==> src/rtl/mantissa_pkg.sv <==
// mantissa_pkg: constants and FSM state type shared by the mantissa divider and multiplier
//   MANT_W      mantissa width including hidden bit
//   PROD_W      full product width
//   mul_state_t IDLE / RUN / DONE sequencing states
package mantissa_pkg;
    localparam int MANT_W = 7;
    localparam int PROD_W = 2 * MANT_W;
    typedef enum logic [1:0] {IDLE, RUN, DONE} mul_state_t;
endpackage

==> src/rtl/cla_8bit.sv <==
// cla_8bit: 8-bit carry-lookahead adder
//   a, b  addends
//   c0    carry in
//   s     sum
//   c8    carry out
module cla_8bit (
    input  logic [7:0] a,
    input  logic [7:0] b,
    input  logic       c0,
    output logic [7:0] s,
    output logic       c8
);
    logic [7:0] g, p;
    logic [8:0] c;
    assign g = a & b;
    assign p = a ^ b;
    // Each nibble resolves its carries from generate/propagate terms; the upper
    // nibble's carry-in comes from the lower nibble's group generate/propagate.
    always_comb begin
        c[0] = c0;
        c[1] = g[0] | (p[0] & c[0]);
        c[2] = g[1] | (p[1] & g[0]) | (&p[1:0] & c[0]);
        c[3] = g[2] | (p[2] & g[1]) | (&p[2:1] & g[0]) | (&p[2:0] & c[0]);
        c[4] = g[3] | (p[3] & g[2]) | (&p[3:2] & g[1]) | (&p[3:1] & g[0]) | (&p[3:0] & c[0]);
        c[5] = g[4] | (p[4] & c[4]);
        c[6] = g[5] | (p[5] & g[4]) | (&p[5:4] & c[4]);
        c[7] = g[6] | (p[6] & g[5]) | (&p[6:5] & g[4]) | (&p[6:4] & c[4]);
        c[8] = g[7] | (p[7] & g[6]) | (&p[7:6] & g[5]) | (&p[7:5] & g[4]) | (&p[7:4] & c[4]);
    end
    assign s  = p ^ c[7:0];
    assign c8 = c[8];
endmodule

==> src/rtl/mantissa_mul.sv <==
// mantissa_mul: sequential radix-2 shift-add mantissa multiplier, one bit per cycle
//   clk           rising-edge clock
//   clr_n         asynchronous active-low reset
//   multiplicand  operand A, sampled on the start edge
//   multiplier    operand B, sampled on the start edge
//   ctrl_mul      start request, level-sampled in IDLE and DONE
//   product       A*B, valid while ready, otherwise holds the last result
//   ready         result valid (DONE)
//   busy          iterating (RUN)
//   rounded       normalized, round-to-nearest-even mantissa (MANTISSA_MUL_ROUND_EN only)
//   exp_inc       exponent increment from normalization/rounding (MANTISSA_MUL_ROUND_EN only)
// Define MANTISSA_MUL_ROUND_EN to add the rounded/exp_inc outputs.
module mantissa_mul
    import mantissa_pkg::*;
#(
    parameter int WIDTH = MANT_W
) (
    input  logic                 clk,
    input  logic                 clr_n,
    input  logic [WIDTH-1:0]     multiplicand,
    input  logic [WIDTH-1:0]     multiplier,
    input  logic                 ctrl_mul,
    output logic [2*WIDTH-1:0]   product,
    output logic                 ready,
    output logic                 busy
`ifdef MANTISSA_MUL_ROUND_EN
    ,
    output logic [WIDTH-1:0]     rounded,
    output logic                 exp_inc
`endif
);
    localparam int CW = $clog2(WIDTH);

    mul_state_t        state, state_nxt;
    logic [WIDTH:0]    acc_u, addend, sum;
    logic [WIDTH-1:0]  acc_l, mcand;
    logic [CW-1:0]     cnt;
    logic [2*WIDTH:0]  shifted;
    logic              carry, load, step, last;

    assign addend = acc_l[0] ? {1'b0, mcand} : '0;

    cla_8bit u_cla (
        .a  (acc_u),
        .b  (addend),
        .c0 (1'b0),
        .s  (sum),
        .c8 (carry)
    );

    // {carry, sum, L} >> 1; carry is always 0 here, so this equals {sum, L} >> 1.
    assign shifted = {carry, sum, acc_l[WIDTH-1:1]};
    assign last    = cnt == CW'(WIDTH - 1);
    assign ready   = state == DONE;
    assign busy    = state == RUN;

    always_ff @(posedge clk or negedge clr_n)
        if (!clr_n) state <= IDLE;
        else        state <= state_nxt;

    always_comb begin
        state_nxt = state;
        load      = 1'b0;
        step      = 1'b0;
        case (state)
            IDLE, DONE: begin
                load      = ctrl_mul;
                state_nxt = ctrl_mul ? RUN : state;
            end
            RUN: begin
                step      = 1'b1;
                state_nxt = last ? DONE : RUN;
            end
            default: state_nxt = IDLE;
        endcase
    end

    always_ff @(posedge clk or negedge clr_n)
        if (!clr_n) begin
            acc_u   <= '0;
            acc_l   <= '0;
            mcand   <= '0;
            cnt     <= '0;
            product <= '0;
        end else if (load) begin
            acc_u <= '0;
            acc_l <= multiplier;
            mcand <= multiplicand;
            cnt   <= '0;
        end else if (step) begin
            {acc_u, acc_l} <= shifted;
            cnt            <= cnt + 1'b1;
            if (last) product <= shifted[2*WIDTH-1:0];
        end

`ifdef MANTISSA_MUL_ROUND_EN
    logic [2*WIDTH-1:0] p;
    logic [WIDTH-1:0]   norm;
    logic [WIDTH:0]     inc;
    logic               hi, guard, sticky;

    assign p      = shifted[2*WIDTH-1:0];
    assign hi     = p[2*WIDTH-1];
    assign norm   = hi ? p[2*WIDTH-1:WIDTH] : p[2*WIDTH-2:WIDTH-1];
    assign guard  = hi ? p[WIDTH-1] : p[WIDTH-2];
    assign sticky = hi ? |p[WIDTH-2:0] : |p[WIDTH-3:0];
    // Ties go to even: round up on a set guard only if sticky or the lsb is set.
    assign inc    = {1'b0, norm} + (WIDTH + 1)'(guard & (sticky | norm[0]));

    always_ff @(posedge clk or negedge clr_n)
        if (!clr_n) begin
            rounded <= '0;
            exp_inc <= 1'b0;
        end else if (step && last) begin
            // On carry-out inc is 1000..0, so its top WIDTH bits give 100..0.
            rounded <= inc[WIDTH] ? inc[WIDTH:1] : inc[WIDTH-1:0];
            exp_inc <= hi | inc[WIDTH];
        end
`else
`endif
endmodule

==> config.mk <==
export PLATFORM = sky130hd
export DESIGN_NAME = mantissa_mul
export DESIGN_NICKNAME = d
export VERILOG_FILES = /design/src/rtl/mantissa_pkg.sv /design/src/rtl/cla_8bit.sv /design/src/rtl/mantissa_mul.sv
export SDC_FILE = /design/constraint.sdc
export NUM_CORES = 1
export LEC_CHECK = 0
export CAP_MARGIN = 20
export CORE_MARGIN = 1.5
export CORE_UTILIZATION = 56
export CTS_BUF_LIST = sky130_fd_sc_hd__clkbuf_16
export DETAILED_ROUTE_END_ITERATION = 12
export MAX_ROUTING_LAYER = met4
export PLACE_DENSITY = 0.93
export SYNTH_ARGS = -nofsm -noshare
export SYNTH_HDL_FRONTEND = slang
export SYNTH_SLANG_ARGS = --single-unit
==> constraint.sdc <==
create_clock -name clk -period 3.9 [get_ports clk]
set_input_delay 0.585 -clock clk [delete_from_list [all_inputs] [get_ports clk]]
set_output_delay 0.585 -clock clk [all_outputs]
set_load 0.01 [all_outputs]
**Yosys cells after proc, flatten, opt, wreduce, memory -nomap -nowiden**

Index checks and enable logic that the tools add are counted.

- Bits in registers: 41
- Input bits: 17
- Output and inout port bits: 16
- Logic and storage cells: 72

- Add/sub/neg operators: 1
- Equal/unequal tests: 4
- Multiplexer cells: 12
- Bitwise gates (word level): 36
- Reductions and logical operators: 13

Operators by type and width:

| kind | count |
|---|---|
| 7-bit two-way mux | 3 |
| 1-bit AND | 16 |
| 8-bit two-way mux | 2 |
| 1-bit bitwise OR | 16 |
| 3-bit AND reduction | 4 |
| 2-bit AND reduction | 5 |
| 8-bit by 7-bit AND with 8-bit output | 1 |
| 8-bit by 7-bit XOR with 8-bit output | 1 |
| 8-bit XOR | 1 |
| 3-bit two-way mux | 2 |
| 2-bit two-way mux | 2 |
| 2-bit one-hot mux with 2 select lines | 1 |
| 4-bit AND reduction | 1 |
| 3-bit by 1-bit adder with 3-bit output, second input constant | 1 |
| 3-bit == test, second input constant | 1 |
| 2-bit by 1-bit == test with 1-bit output, second input constant | 1 |
| 2-bit == test, second input constant | 1 |
| 2-bit logical NOT | 1 |
| 1-bit two-way mux | 2 |
| 2-bit != test, second input constant | 1 |
| 2-bit nonzero test | 1 |
| 2-bit OR reduction | 1 |
| 1-bit NOT | 1 |

**Depth between registers and ports, before layout**

- Depth in word-level cells: 11
- Gate-level depth with buffers: 9
- Mapped depth without buffers: 9

**Cells and area by module**

Synthesis repeated with hierarchy kept, for this count alone.

- Cell total of the unflattened synthesis: 177
- Area, all modules: 2219.6 µm²

Modules (own cells, without submodules):

| module | instances | cells an instance | area each (µm²) | seq. area each (µm²) |
|---|---|---|---|---|
| mantissa_mul | 1 | 143 | 1909.3 | 1026.0 |
| cla_8bit | 1 | 34 | 310.3 | 0.0 |

**Worst setup path before layout**

No wires, ideal clock.

- Path type: register -> register
- Start point: register acc_l[0]
- End point: register acc_u[3]
- Setup time: 0.083 ns
- Arrival: 1.868 ns
- Data required time: 3.817 ns
- Path slack: 1.950 ns
- Stages on the path, launching flop included: 8
- Buffers on the path: 0
- Period minus slack after synthesis: 1.950 ns
- Path through: dfrtp_1 and2_1 ha_1 a41o_1 a21o_1 inv_1 fa_1 o21ai_0

- Word-level cells in the longest chain between the ends: 9
- Elaborated cells on any way between the ends: 14
- Classes of those cells: mux: 3; bitwise: 9; reduce/logical: 2

Ends and longest elaborated chain:

| item | line | RTL |
|---|---|---|
| start: declaration | mantissa_mul.sv:36 | `logic [WIDTH-1:0] acc_l, mcand;` |
| start signal: assignment | mantissa_mul.sv:87 | `acc_l <= multiplier;` |
| start signal: assignment | mantissa_mul.sv:91 | `{acc_u, acc_l} <= shifted;` |
| 7-bit two-way mux (*) | mantissa_mul.sv:41 | `assign addend = acc_l[0] ? {1'b0, mcand} : '0;` |
| 8-bit by 7-bit XOR with 8-bit output or 8-bit by 7-bit AND with 8-bit output (tied branches) | cla_8bit.sv:16, cla_8bit.sv:15 |  |
| 1-bit AND or 2-bit AND reduction (tied branches) | cla_8bit.sv:24 | `c[4] = g[3] \| (p[3] & g[2]) \| (&p[3:2] & g[1]) \| (&p[3:1] & g[0]) \| (&p[3:0] & c[0]);` |
| 1-bit bitwise OR or 1-bit AND (tied branches) | cla_8bit.sv:24 |  |
| 1-bit bitwise OR (2 in series) | cla_8bit.sv:24 |  |
| 8-bit XOR (*) | cla_8bit.sv:30 | `assign s = p ^ c[7:0];` |
| 8-bit two-way mux (*) | mantissa_mul.sv:90 | `end else if (step) begin` |
| 8-bit two-way mux (*) | mantissa_mul.sv:85 | `end else if (load) begin` |
| end signal: assignment | mantissa_mul.sv:91 |  |
| end: declaration | mantissa_mul.sv:35 | `logic [WIDTH:0] acc_u, addend, sum;` |

Mark *: on every way between the ends. The rest lies on a longest branch, timed or not. The select of a mux whose other input is x is not followed.
A chain may end at the register's enable or synchronous reset.

**Worst setup path in the final report**

- Start point: register state[1]
- End point: output port busy

- Word-level cells in the longest chain between the ends: 1

Ends and longest elaborated chain:

| item | line | RTL |
|---|---|---|
| start: declaration | mantissa_mul.sv:34 | `mul_state_t state, state_nxt;` |
| start signal: assignment | mantissa_mul.sv:59 | `else state <= state_nxt;` |
| 2-bit by 1-bit == test with 1-bit output | mantissa_mul.sv:55 | `assign busy = state == RUN;` |
| end: declaration | mantissa_mul.sv:25 | `output logic busy` |

No other way between the ends.

==> results.yml <==
status:
  status: "finished, final reports clean"
cts:
  cts_tree: "yes"
  root_buffer: "clkbuf_16"
  clk_latency_ns: 0.28
  cts_setup_buffers: 0
  htreeDepth: 2
  clkSinkCount: 41
  cts_buffers: 5
  cts_resized: 0
  clk_path_buf_depth: 2
  ctsHoldBuffers: 0
  clk_pin_slew_ns: 0.06
layout:
  antenna_cells: 0
  stdcell_count: 270
  final_cell_mix: "nand2_1, dfrtp_1, clkdlybuf4s50_1"
  final_core_util: 0.724
  final_common_cell: "nand2_1"
  num-nets-final: 252
  area_growth_pct: 22.5
  drive_above_1_share: 0.0804
  fin_area_um2: 2440
detailed_routing:
  drt-initial-drc-count: 75
  vias: 1479
  drtPass1Iterations: 4
  wl_per_cell_um: 14.5
  ant_nets: 0
  via_per_inst: 5.48
  wirelength_um: 3910
  drc: 0
hold_path:
  hold_class: "in -> async"
sta:
  finClkSkew_ns: 0.00354
  timing.hold.ws_ns: 0.421
  rsz0062_at_grt: "false"
  worst_slack_ns: 1.62
  slew_headroom: 0.418
  fmaxAchievable_mhz: 439
  post-route-min-period_ns: 2.28
  slew_viol_final: 0
  period_share: 0.584
  setup_viol: 0
  tightestPinTransition_ns: 0.872
  tns_ns: 0
  hold_violations: 0
pwr:
  power_frac_seq: 0.385
  finalPower_mw: 1.96
  p_leak_nw: 1.19
  p_int_mw: 1.23
  p_sw_uw: 721
  swShare: 0.368
  powerDensity_nw_per_um2: 803
  share_comb_of_total_power: 0.420
  pwr-share-clk: 0.195
  vdd_drop_max_uv: 475
global_routing:
  grt_remaining_overflow: 0
  grt_usage: 0.234
  grt_max_degree: 42
  grt_first_pass_wirelength_um: 6860
  antenna_found_initial: 0
  grt_pass1_vias: 1535
die:
  dieArea_um2: 3920
  die_w_um: 62.6
  core-area_um2: 3360
  rows: 21
  start_util: 0.591
  dieHeight_um: 62.6
  io_pins: 33
critical_path:
  crit_family: "buffers and inverters"
  crit_buf_inv: 2
  worst_setup_path_start_kind: "flip-flop"
  arrival_ns: 1.69
  cp.required_ns: 3.31
  cpPeakStageDelay_ns: 0.58
  critPathKind: "reg -> out"
  slowest_stage: "clkdlybuf4s50_1"
  path_cells: "nand2b_4 -> inv_2 -> clkdlybuf4s50_1"
  cp-end-kind: "primary output"
  path_max_fanout: 15
synthesis:
  ys_ff_latch: 41
  ys_seq_area_frac: 0.516
  ys_dominant_reg_cell: "dfrtp_1"
  ys_warn_count: 0
  postSynthAreaPerCell_um2: 10.4
  synth_nets: 220
  synth_edf_count: 0
  yosysUniqueCellTypes: 33
  synth_cells: 192
  async_flop_share: 1.00
  syn_area_um2: 1990
placement:
  dp_hpwl_um: 2700
  gp_congestion: 0.927
  port_buffers: 32
  place_area_um2: 2300
  detailedPlace.worstSlack_ns: 1.68
  dp_cells: 263
run:
  drv_cap: 0
-- cell usage after synthesis (all sizes together), types with 2 or more instances --
cell,number,area share
and4,2,0.0088
nand2b,3,0.013
o21ai,13,0.033
a22oi,4,0.018
inv,11,0.021
dfrtp,41,0.52
clkbuf,4,0.018
nor2,6,0.011
xor2,4,0.018
and2,6,0.019
fa,2,0.020
a21o,4,0.015
buf,4,0.015
ha,9,0.057
nand2,55,0.10
o31ai,4,0.015
mux2,7,0.049
a31oi,4,0.013
-- cells by family (layout without fill, tap and decap cells) --
family          count (synthesis)  count (layout)  share of synthesized area
fa+ha+maj                      11              11                     0.0768
mux                             7               7                     0.0491
xor+xnor                        4               4                     0.0176
flops                          41              41                      0.516
simple gates                   76              76                      0.174
buf+inv                        19              51                     0.0535
compound gates                 34              34                      0.113
-- path summary, 6_finish.rpt --
kind | start | end | slack (ns) | cells past startpoint
worst max-delay path | state[1] | busy | 1.62 | 3
worst min-delay path | clr_n | product[11] | 0.42 | 1
worst max register to register | acc_l[0] | product[11] | 1.71 | 8
worst min register to register | product[10] | product[10] | 0.48 | 2
max in group asynchronous | clr_n | state[0] | 2.94 | 1
min in group clk | product[10] | product[10] | 0.48 | 2
-- worst reg2reg max path, delay by kind of cell, from the launching register on --
| kind | cells | cell delay [ns] |
|---|---|---|
| AOI/OAI and AO/OA | 3 | 0.45 |
| adders and majority gates | 2 | 0.73 |
| DFF | 1 | 0.46 |
| and+or+nand+nor | 1 | 0.20 |
| xor gates and xnor gates | 1 | 0.17 |
| buffers and inverters | 1 | 0.05 |
-- power groups by stage --
stage,Clock [mW],Combinational [mW],Sequential [mW]
2_1_floorplan,0,0.539,0.748
3_3_place_gp,0,0.776,0.741
3_5_place_dp,0,0.815,0.752
4_1_cts,0.386,0.825,0.749
5_1_grt,0.406,0.924,0.778
6_report,0.381,0.822,0.753
-- registers in the layout, summed over array words and instances (netlist names) --
register / count
state: 2
cnt: 3
acc_u: 8
mcand: 7
acc_l: 7
product: 14
-- routing by layer --
| metal | up-vias | wire (um) | track usage |
|---|---|---|---|
| li1 | 709 | - | - |
| met1 | 715 | 1760 | 0.283 |
| met2 | 44 | 1910 | 0.375 |
| met3 | 11 | 151 | 0.0541 |
| met4 | 0 | 86 | 0.108 |
| met5 | - | 0 | - |
-- area by class of cell --
cell class                 count  area (um2)
clock buffer                   5         125
fill                         262         927
clock inverter                 2        7.51
inverter                      11        41.3
tap                           46        57.6
timing repair buffer          33         323
multi-input combinational    132         856
sequential                    41        1030
No activity file was read; power rests on OpenSTA's default activity.
